$ cat src/rtl/alu_seq.sv
// alu_seq: registered ALU with valid/ready handshake, iterative shift-add
// multiply and an NZCV-style flag register.
//
// Ports:
//   clk, rst          rising-edge clock, asynchronous active-high reset
//   in_valid/in_ready operation request handshake (in_ready high only in IDLE)
//   alu_command       4-bit opcode, sampled on acceptance
//   s_in              update status_register on completion when 1
//   alu_in1/alu_in2   operands A and B
//   out_valid/out_ready result handshake, result held until consumed
//   alu_out           registered result
//   status_register   flags: [3]=Z, [2]=C, [1]=N, [0]=V
module alu_seq #(
  parameter int unsigned WIDTH = 32
) (
  input  logic             clk,
  input  logic             rst,
  input  logic             in_valid,
  output logic             in_ready,
  input  logic [3:0]       alu_command,
  input  logic             s_in,
  input  logic [WIDTH-1:0] alu_in1,
  input  logic [WIDTH-1:0] alu_in2,
  output logic             out_valid,
  input  logic             out_ready,
  output logic [WIDTH-1:0] alu_out,
  output logic [3:0]       status_register
);

  localparam int unsigned CNT_W = $clog2(WIDTH) + 1;
  localparam int unsigned IDX_W = $clog2(WIDTH);
  localparam int unsigned EXT_W = WIDTH + 1;

  localparam logic [3:0] OP_MOV = 4'b0001;
  localparam logic [3:0] OP_ADD = 4'b0010;
  localparam logic [3:0] OP_ADC = 4'b0011;
  localparam logic [3:0] OP_SUB = 4'b0100;
  localparam logic [3:0] OP_SBC = 4'b0101;
  localparam logic [3:0] OP_AND = 4'b0110;
  localparam logic [3:0] OP_ORR = 4'b0111;
  localparam logic [3:0] OP_EOR = 4'b1000;
  localparam logic [3:0] OP_MVN = 4'b1001;
  localparam logic [3:0] OP_MUL = 4'b1010;

  typedef enum logic [1:0] {
    S_IDLE = 2'd0,
    S_MUL  = 2'd1,
    S_DONE = 2'd2
  } state_t;

  // Single-cycle ops: returns {C, V, result}.
  function automatic logic [WIDTH+1:0] alu_eval(
    input logic [3:0]       cmd,
    input logic [WIDTH-1:0] a,
    input logic [WIDTH-1:0] b,
    input logic             cin
  );
    logic [WIDTH:0]   ea;
    logic [WIDTH:0]   eb;
    logic [WIDTH:0]   sum;
    logic [WIDTH-1:0] r;
    logic             c;
    logic             v;
    logic             ncin;
    ea   = {1'b0, a};
    eb   = {1'b0, b};
    sum  = '0;
    r    = '0;
    c    = 1'b0;
    v    = 1'b0;
    ncin = ~cin;
    case (cmd)
      OP_MOV: r = b;
      OP_MVN: r = ~b;
      OP_ADD, OP_ADC: begin
        sum = ea + eb + ((cmd == OP_ADC) ? EXT_W'(cin) : '0);
        r   = sum[WIDTH-1:0];
        c   = sum[WIDTH];
        v   = (a[WIDTH-1] == b[WIDTH-1]) && (r[WIDTH-1] != a[WIDTH-1]);
      end
      OP_SUB, OP_SBC: begin
        sum = ea - eb - ((cmd == OP_SBC) ? EXT_W'(ncin) : '0);
        r   = sum[WIDTH-1:0];
        c   = sum[WIDTH];
        v   = (a[WIDTH-1] != b[WIDTH-1]) && (r[WIDTH-1] != a[WIDTH-1]);
      end
      OP_AND: r = a & b;
      OP_ORR: r = a | b;
      OP_EOR: r = a ^ b;
      default: r = '0;
    endcase
    return {c, v, r};
  endfunction

  function automatic logic [3:0] pack_flags(
    input logic [WIDTH-1:0] r,
    input logic             c,
    input logic             v
  );
    return {(r == '0), c, r[WIDTH-1], v};
  endfunction

  state_t             state_q, state_d;
  logic [WIDTH-1:0]   op_a_q, op_a_d;
  logic [WIDTH-1:0]   op_b_q, op_b_d;
  logic               s_q, s_d;
  logic [WIDTH-1:0]   acc_q, acc_d;
  logic [CNT_W-1:0]   cnt_q, cnt_d;
  logic [WIDTH-1:0]   alu_out_d;
  logic [3:0]         status_d;
  logic               out_valid_d;
  logic               in_ready_d;
  logic [WIDTH+1:0]   eval;
  logic [WIDTH-1:0]   mul_step;

  // State and output registers.
  always_ff @(posedge clk or posedge rst) begin
    if (rst) begin
      state_q         <= S_IDLE;
      op_a_q          <= '0;
      op_b_q          <= '0;
      s_q             <= 1'b0;
      acc_q           <= '0;
      cnt_q           <= '0;
      alu_out         <= '0;
      status_register <= '0;
      out_valid       <= 1'b0;
      in_ready        <= 1'b1;
    end else begin
      state_q         <= state_d;
      op_a_q          <= op_a_d;
      op_b_q          <= op_b_d;
      s_q             <= s_d;
      acc_q           <= acc_d;
      cnt_q           <= cnt_d;
      alu_out         <= alu_out_d;
      status_register <= status_d;
      out_valid       <= out_valid_d;
      in_ready        <= in_ready_d;
    end
  end

  // Next-state and datapath. Non-MUL ops resolve on the accept edge using the
  // C flag as it stands at acceptance, so only MUL carries latched operands.
  always_comb begin
    state_d     = state_q;
    op_a_d      = op_a_q;
    op_b_d      = op_b_q;
    s_d         = s_q;
    acc_d       = acc_q;
    cnt_d       = cnt_q;
    alu_out_d   = alu_out;
    status_d    = status_register;
    out_valid_d = out_valid;
    in_ready_d  = in_ready;
    eval        = alu_eval(alu_command, alu_in1, alu_in2, status_register[2]);
    // One shift-add iteration: add B<<i when A[i] is set, wrapping mod 2^WIDTH.
    mul_step    = acc_q + (op_a_q[cnt_q[IDX_W-1:0]] ? (op_b_q << cnt_q) : '0);

    case (state_q)
      S_IDLE: begin
        if (in_valid && in_ready) begin
          op_a_d     = alu_in1;
          op_b_d     = alu_in2;
          s_d        = s_in;
          in_ready_d = 1'b0;
          if (alu_command == OP_MUL) begin
            state_d = S_MUL;
            acc_d   = '0;
            cnt_d   = '0;
          end else begin
            state_d     = S_DONE;
            alu_out_d   = eval[WIDTH-1:0];
            out_valid_d = 1'b1;
            if (s_in) begin
              status_d = pack_flags(eval[WIDTH-1:0], eval[WIDTH+1], eval[WIDTH]);
            end
          end
        end
      end
      S_MUL: begin
        acc_d = mul_step;
        cnt_d = cnt_q + CNT_W'(1);
        if (cnt_q == CNT_W'(WIDTH - 1)) begin
          state_d     = S_DONE;
          cnt_d       = '0;
          alu_out_d   = mul_step;
          out_valid_d = 1'b1;
          if (s_q) begin
            status_d = pack_flags(mul_step, 1'b0, 1'b0);
          end
        end
      end
      S_DONE: begin
        if (out_ready) begin
          state_d     = S_IDLE;
          out_valid_d = 1'b0;
          in_ready_d  = 1'b1;
        end
      end
      default: begin
        state_d     = S_IDLE;
        out_valid_d = 1'b0;
        in_ready_d  = 1'b1;
      end
    endcase
  end

endmodule

$ cat config.mk
export PLATFORM = sky130hd
export DESIGN_NAME = alu_seq
export DESIGN_NICKNAME = d
export VERILOG_FILES = /design/src/rtl/alu_seq.sv
export SDC_FILE = /design/constraint.sdc
export NUM_CORES = 1
export LEC_CHECK = 0
export ABC_AREA = 1
export CAP_MARGIN = 20
export CORE_MARGIN = 1.5
export CORE_UTILIZATION = 45
export CTS_BUF_LIST = sky130_fd_sc_hd__clkbuf_8
export DETAILED_ROUTE_END_ITERATION = 8
export PLACE_DENSITY = 0.61
export SETUP_SLACK_MARGIN = 0.1
export SLEW_MARGIN = 20
export SYNTH_ARGS = -nofsm -noshare
export SYNTH_HDL_FRONTEND = slang
export SYNTH_SLANG_ARGS = --single-unit
$ cat constraint.sdc
create_clock -name clk -period 9.25 [get_ports clk]
set_input_delay 2.3125 -clock clk [delete_from_list [all_inputs] [get_ports clk]]
set_output_delay 2.3125 -clock clk [all_outputs]
set_load 0.01 [all_outputs]
==> results of run 1 <==
kinds of logic after synthesis:
group / after synthesis / synth area share, %
AND/OR/NAND/NOR: 1632 / 39.9
buffers and inverters: 527 / 12.1
AO/OA/AOI/OAI: 414 / 13.6
adder cells (fa/ha/maj): 163 / 12.2
flip-flops: 143 / 21.1
XOR/XNOR: 18 / 0.929
multiplexers: 1 / 0.0590
stage by stage:
step / instance area, µm² / setup slack, ps / hold slack (ps) / util [%] / cells
2_1_floorplan: 17000 / 3100 / 445 / - / 2898
3_3_place_gp: 18400 / 3020 / 460 / 50.0 / 3440
3_5_place_dp: 18400 / 2920 / 466 / 50.0 / 3440
4_1_cts: 18900 / 3470 / 491 / 51.1 / 3472
5_1_grt: 18900 / 2970 / 511 / 51.1 / 3473
6_report: 18900 / 3420 / 492 / 51.1 / 3473
where the power goes:
part | switching [mW] | internal, mW | leakage (nW) | total, mW
Combinational | 2.52 | 1.25 | 8.24 | 3.77
Sequential | 0.246 | 0.925 | 1.76 | 1.17
Clock | 0.347 | 0.248 | 0.196 | 0.595
Total | 3.11 | 2.42 | 10.2 | 5.54
registers in the layout, indices dropped and copies added, names as in the netlist:
name,count
op_a_q,32
alu_out,32
cnt_q,6
s_q,1
out_valid,1
in_ready,1
state_q,2
op_b_q,32
status_register,4
acc_q,32
cell usage in the layout, fill, tap and decap left out, types with 17 or more instances in the layout:
master	count
nand3_1	262
clkbuf_8	17
nand4_1	20
a211oi_1	21
dfrtp_1	141
inv_1	434
or2_2	26
clkdlybuf4s50_1	110
nor3_1	28
o21ai_0	163
nor2_1	259
o22ai_1	43
nand3b_1	23
nand2_1	983
ha_1	158
a21oi_1	119
a31oi_1	34
worst max path at each step:
stage | start | to
global route | alu_command[3] | status_register[3]
finish | cnt_q[0] | status_register[3]
global placement | alu_command[2] | status_register[3]
detailed placement | alu_command[2] | status_register[3]
CTS | cnt_q[0] | status_register[3]
floorplan | rst | acc_q[0]
routing by layer:
layer,vias to the layer above,part of all wire [%]
met5,-,0
met4,0,3.5
met3,133,7.9
met2,841,45
met1,9059,43
li1,9384,-
layout make-up:
| class | count | area, µm² | share of cell area (%) |
|---|---|---|---|
| diodes | 1 | 2.50 | 0.0133 |
| clock buffers | 17 | 234 | 1.24 |
| clock inverters | 15 | 178 | 0.942 |
| inverters | 441 | 1660 | 8.80 |
| multi-input cells | 2228 | 11400 | 60.3 |
| flip-flops and latches | 143 | 3580 | 19.0 |
| well taps | 504 | 631 | 3.34 |
| repair buffers | 124 | 1210 | 6.40 |
worst max-delay path, stage by stage, from the launching register on:
cell and delay [ps]:
dfrtp_2 660, buf_4 510, inv_2 380, nand2_1 140, nand3_1 80, nand2_1 80, nand2_1 50, nand3_1 100
nand3_1 180, nand2_1 300, nand2_1 370, a211oi_1 670, ha_1 400, a21oi_1 230, o21ai_0 220, a21oi_1 160
nand3_1 190, a21oi_1 250, xor2_1 220, nand2_1 80, nor2_1 100, nand3_1 180, nand2_1 120, nand2_1 50
nand2_1 70
==> run_results.csv, run 1 <==
group,metric,value,unit
critical_path,cp.arrival,6300,ps
power,p_per_area,294,nW/µm²
layout,final_layout_size_suffix_gt1_share,3.27,%
critical_path,ff2ff_path_depth,24,
critical_path,critical_path_peak_fanout,52,
detailed_routing,dr_total_vias,19400,
logic_synthesis,synth-seq-area-share,21.1,%
status,outcome,"finished, final reports clean",
detailed_routing,drtIter0Drc,1811,
clock_network,clock_tree_from_tritoncts,"built",
clock_network,total_setup_buffers_inserted_after_cts,0,
timing,slew_violations,0,
min_path,hold-path-cell-count,2,
critical_path,critical_path.reg2reg.startpoint,"cnt_q[0]",
critical_path,worstSetupStartpointType,"flip-flop",
logic_synthesis,leading_area_contributor_after_synthesis,"nand2_1",
min_path,min_path_type,"reg2reg",
floorplan,die_w,197,µm
critical_path,reg2reg_slack,3420,ps
place,gpl.final_weighted_congestion,1.02,
timing,shortest_period_the_worst_path_allows,5830,ps
floorplan,floorplan.initialDensity,46.0,%
logic_synthesis,syn_inst,2898,
logic_synthesis,synthTopCellsByCount,"983 x nand2_1, 435 x inv_1, 263 x nand3_1, 262 x nor2_1, 163 x o21ai_0",
timing,min_period_over_period,63.0,%
job,max_cap_violations,0,
global_route,grt-busiest-layer,"met2",
timing,timing.max_slew.rel_slack,19.7,%
logic_synthesis,synth_async_sr_flop_share,100,%
critical_path,setup.worst_path.end_class,"flip-flop",
global_route,vias_in_the_first_global_route,18300,
global_route,global_route.usage.met2,59.9,%
logic_synthesis,dominant_cell_by_count_in_the_synthesized_netlist,"nand2_1",
clock_network,numClockSinks,143,
layout,area_growth,11.1,%
detailed_routing,wire_per_inst,20.4,µm
global_route,gr-total-overflow,0,
timing,final.setup.tns,0,ps
global_route,grt_util_met3,5.16,%
detailed_routing,drt_first_pass_iters,7,
clock_network,clk_pin_slew_worst_paths,120,ps
timing,report.final.setup_viol,0,
global_route,grt_use_met1,48.5,%
detailed_routing,wirelength,71000,µm
detailed_routing,drtAntennaViolNets,0,
critical_path,worstPathRequired,9720,ps
timing,maxClockFrequency,172,MHz
logic_synthesis,synthesis.area_per_instance,5.85,µm²
floorplan,number_of_rows_created_at_floorplan,70,
power,power,5.54,mW
floorplan,design.core.area,36900,µm²
logic_synthesis,synth_enable_flop_cells,0,
detailed_routing,drc,0,
global_route,maximum_number_of_pins_on_one_net_before_global_route_repair,91,
global_route,groute.usage.overall,36.5,%
critical_path,critical_path_class,"reg2reg",
logic_synthesis,netlist-cell-type-count,49,
logic_synthesis,synth_top_cell_area_share,21.7,%
detailed_routing,detail_route.vias_per_cell,5.59,
clock_network,cts-resized-gates,0,
clock_network,clock_buffer_count_from_cts,17,
logic_synthesis,ys_ff_latch,143,
place,port_buffers,110,
min_path,worst_hold_startpoint,"op_b_q[21]",
floorplan,die_height,197,µm
layout,fillers,3921,
clock_network,cts.path.max_buffers,2,
timing,finalHoldViolations,0,
global_route,antenna_found_initial,1,
logic_synthesis,ys.warnings.count,0,
global_route,first_pass_grt_wire_length,106000,µm
power,leakage,10.2,nW
clock_network,htree_levels,4,
timing,grt_setup_unrepaired,"no",
place,hpwl,57000,µm
clock_network,clk-insertion-delay-late,520,ps
power,vdd.ir_drop.worst,0.000147,V
logic_synthesis,synth_area_leaders,"nand2_1 22%, dfrtp_1 21%, ha_1 12%",
floorplan,design.die.area,38900,µm²
timing,clock-skew-final,35.8,ps
floorplan,io_pins,111,
clock_network,clk_root_buffer_cell,"clkbuf_8",
logic_synthesis,postSynthNetCount,3134,
min_path,hold_ep,"op_b_q[21]",
critical_path,crit-reg2reg-capture,"status_register[3]",
timing,worstMarginPinSlew,1200,ps
clock_network,holdBufCountCts,0,
layout,finalNetCount,3191,
logic_synthesis,main_flop_type_after_synthesis,"dfrtp_1",
logic_synthesis,syn-cell-area,17000,µm²
Power figures use the tool's default switching activity.
==> run 2: changes to the inputs <==
Clock period 9.25 ns to 6 ns, I/O delays scaled along.
==> run 2 against run 1 <==
  * Setup slack got worse by 2600 ps
  * Critical endpoint unchanged
  * Clock-buffer cell count rose by 1
  * Fmax rose by 12%
  * Register-to-register slack got worse by 2600 ps
  * Die area did not move
  * Worst hold slack got worse by 3.6 ps
==> run_results.csv, run 2 (synthesis gave the netlist of run 1 again) <==
group,metric,value,unit
timing,finalHoldViolations,0,
critical_path,critical_path_class,"reg2reg",
critical_path,crit-reg2reg-capture,"status_register[3]",
critical_path,worstSetupStartpointType,"flip-flop",
detailed_routing,wire_per_inst,19.7,µm
power,leakage,10.2,nW
clock_network,clock_tree_from_tritoncts,"built",
timing,slew_violations,0,
clock_network,numClockSinks,143,
global_route,maximum_number_of_pins_on_one_net_before_global_route_repair,83,
place,gpl.final_weighted_congestion,1.02,
critical_path,critical_path.reg2reg.startpoint,"cnt_q[0]",
timing,timing.max_slew.rel_slack,25.5,%
clock_network,clk_pin_slew_worst_paths,100,ps
detailed_routing,drc,0,
timing,grt_setup_unrepaired,"no",
detailed_routing,drtAntennaViolNets,0,
global_route,vias_in_the_first_global_route,18200,
floorplan,floorplan.initialDensity,46.0,%
min_path,min_path_type,"reg2reg",
timing,shortest_period_the_worst_path_allows,5200,ps
global_route,gr-total-overflow,0,
timing,min_period_over_period,86.7,%
min_path,hold_ep,"op_a_q[4]",
critical_path,cp.arrival,5640,ps
detailed_routing,drt_first_pass_iters,6,
power,power,8.41,mW
layout,layout_commonest_cell,"nand2_1",
critical_path,worstPathRequired,6440,ps
critical_path,setup.worst_path.end_class,"flip-flop",
critical_path,critical_path_peak_fanout,29,
clock_network,cts-resized-gates,0,
place,hpwl,56000,µm
status,outcome,"finished, final reports clean",
detailed_routing,drtIter0Drc,1642,
clock_network,cts.path.max_buffers,2,
min_path,worst_hold_startpoint,"op_a_q[4]",
clock_network,holdBufCountCts,0,
timing,report.final.setup_viol,0,
clock_network,htree_levels,4,
min_path,hold-path-cell-count,2,
layout,leading_cell_types_in_the_layout_fill_and_taps_excluded,"983 x nand2_1, 435 x inv_1, 262 x nand3_1",
floorplan,design.core.area,36900,µm²
clock_network,clk_root_buffer_cell,"clkbuf_8",
floorplan,io_pins,111,
global_route,groute.usage.overall,35.6,%
place,port_buffers,110,
detailed_routing,dr_total_vias,19200,
floorplan,number_of_rows_created_at_floorplan,70,
clock_network,clk-insertion-delay-late,500,ps
timing,hold_ws,489,ps
critical_path,ff2ff_path_depth,25,
layout,final_layout_size_suffix_gt1_share,3.62,%
detailed_routing,wirelength,68800,µm
timing,final.setup.tns,0,ps
timing,clock-skew-final,22.3,ps
critical_path,reg2reg_slack,800,ps
layout,finalNonFillerCells,3485,
floorplan,die_height,197,µm
power,p_per_area,445,nW/µm²
timing,worstMarginPinSlew,1120,ps
layout,area_growth,11.5,%
power,vdd.ir_drop.worst,0.000209,V
job,max_cap_violations,0,
floorplan,die_w,197,µm
detailed_routing,detail_route.vias_per_cell,5.52,
global_route,first_pass_grt_wire_length,104000,µm
floorplan,design.die.area,38900,µm²
clock_network,clock_buffer_count_from_cts,17,
timing,maxClockFrequency,192,MHz
layout,finalNetCount,3203,
place,dp.cells,3452,
global_route,antenna_found_initial,4,
clock_network,total_setup_buffers_inserted_after_cts,0,
-- run 2: area by class of cell --
type | instances | area (µm²)
clock buffers | 18 | 248
repair buffers | 136 | 1300
clock inverters | 14 | 135
multi-input cells | 2228 | 11400
well taps | 504 | 631
flip-flops and latches | 143 | 3580
inverters | 441 | 1660
fillers | 3973 | 18000
diodes | 1 | 2.50
-- run 2: worst max-delay path by stage --
stage	cells after the start	start	end	slack (ps)
final	25	cnt_q[0]	status_register[3]	800
after global routing	27	cnt_q[0]	status_register[3]	410
after CTS	25	cnt_q[0]	status_register[3]	940
after detailed placement	30	alu_command[1]	status_register[3]	510
after global placement	29	alu_command[2]	status_register[3]	590
after floorplan	1	rst	acc_q[0]	660
-- run 2: power breakdown --
part / internal, mW / switching, mW
sequential: 1.43 / 0.365
combinational: 1.97 / 3.85
clock: 0.345 / 0.464
-- run 2: routing by layer --
metal	GRT usage (%)	part of all wire, %	routed length [µm]	vias to the layer above
li1	-	-	-	9383
met2	59.3	46	31500	764
met5	0	0.039	27	-
met3	5.31	8.1	5540	89
met4	11.2	3.1	2150	4
met1	47.2	43	29500	9005
-- run 2: stage by stage --
step | setup WS, ps | utilization [%] | instance area [µm²]
after detailed placement | 510 | 50.2 | 18500
after floorplan | 664 | - | 17000
final | 800 | 51.3 | 18900
after CTS | 939 | 51.3 | 18900
after global placement | 593 | 50.2 | 18500
after global routing | 411 | 51.3 | 18900
-- run 2: worst max-delay path: stages, from the launching register on --
cell	delay [ps]
dfrtp_2	790
buf_4	390
or2_2	170
nand3_1	60
nand2_1	140
nand2_1	70
nand3_1	70
nand3_1	70
nand2_1	230
nand2_1	200
a211oi_1	540
ha_1	300
nand2_1	100
inv_1	80
nand2_1	120
nor3_1	490
nand4_1	160
nand3_1	190
xor2_1	130
nor2_1	110
nand4_1	140
nor2_1	130
nand3_1	180
nand2_1	120
nand2_1	50
nand2_1	70
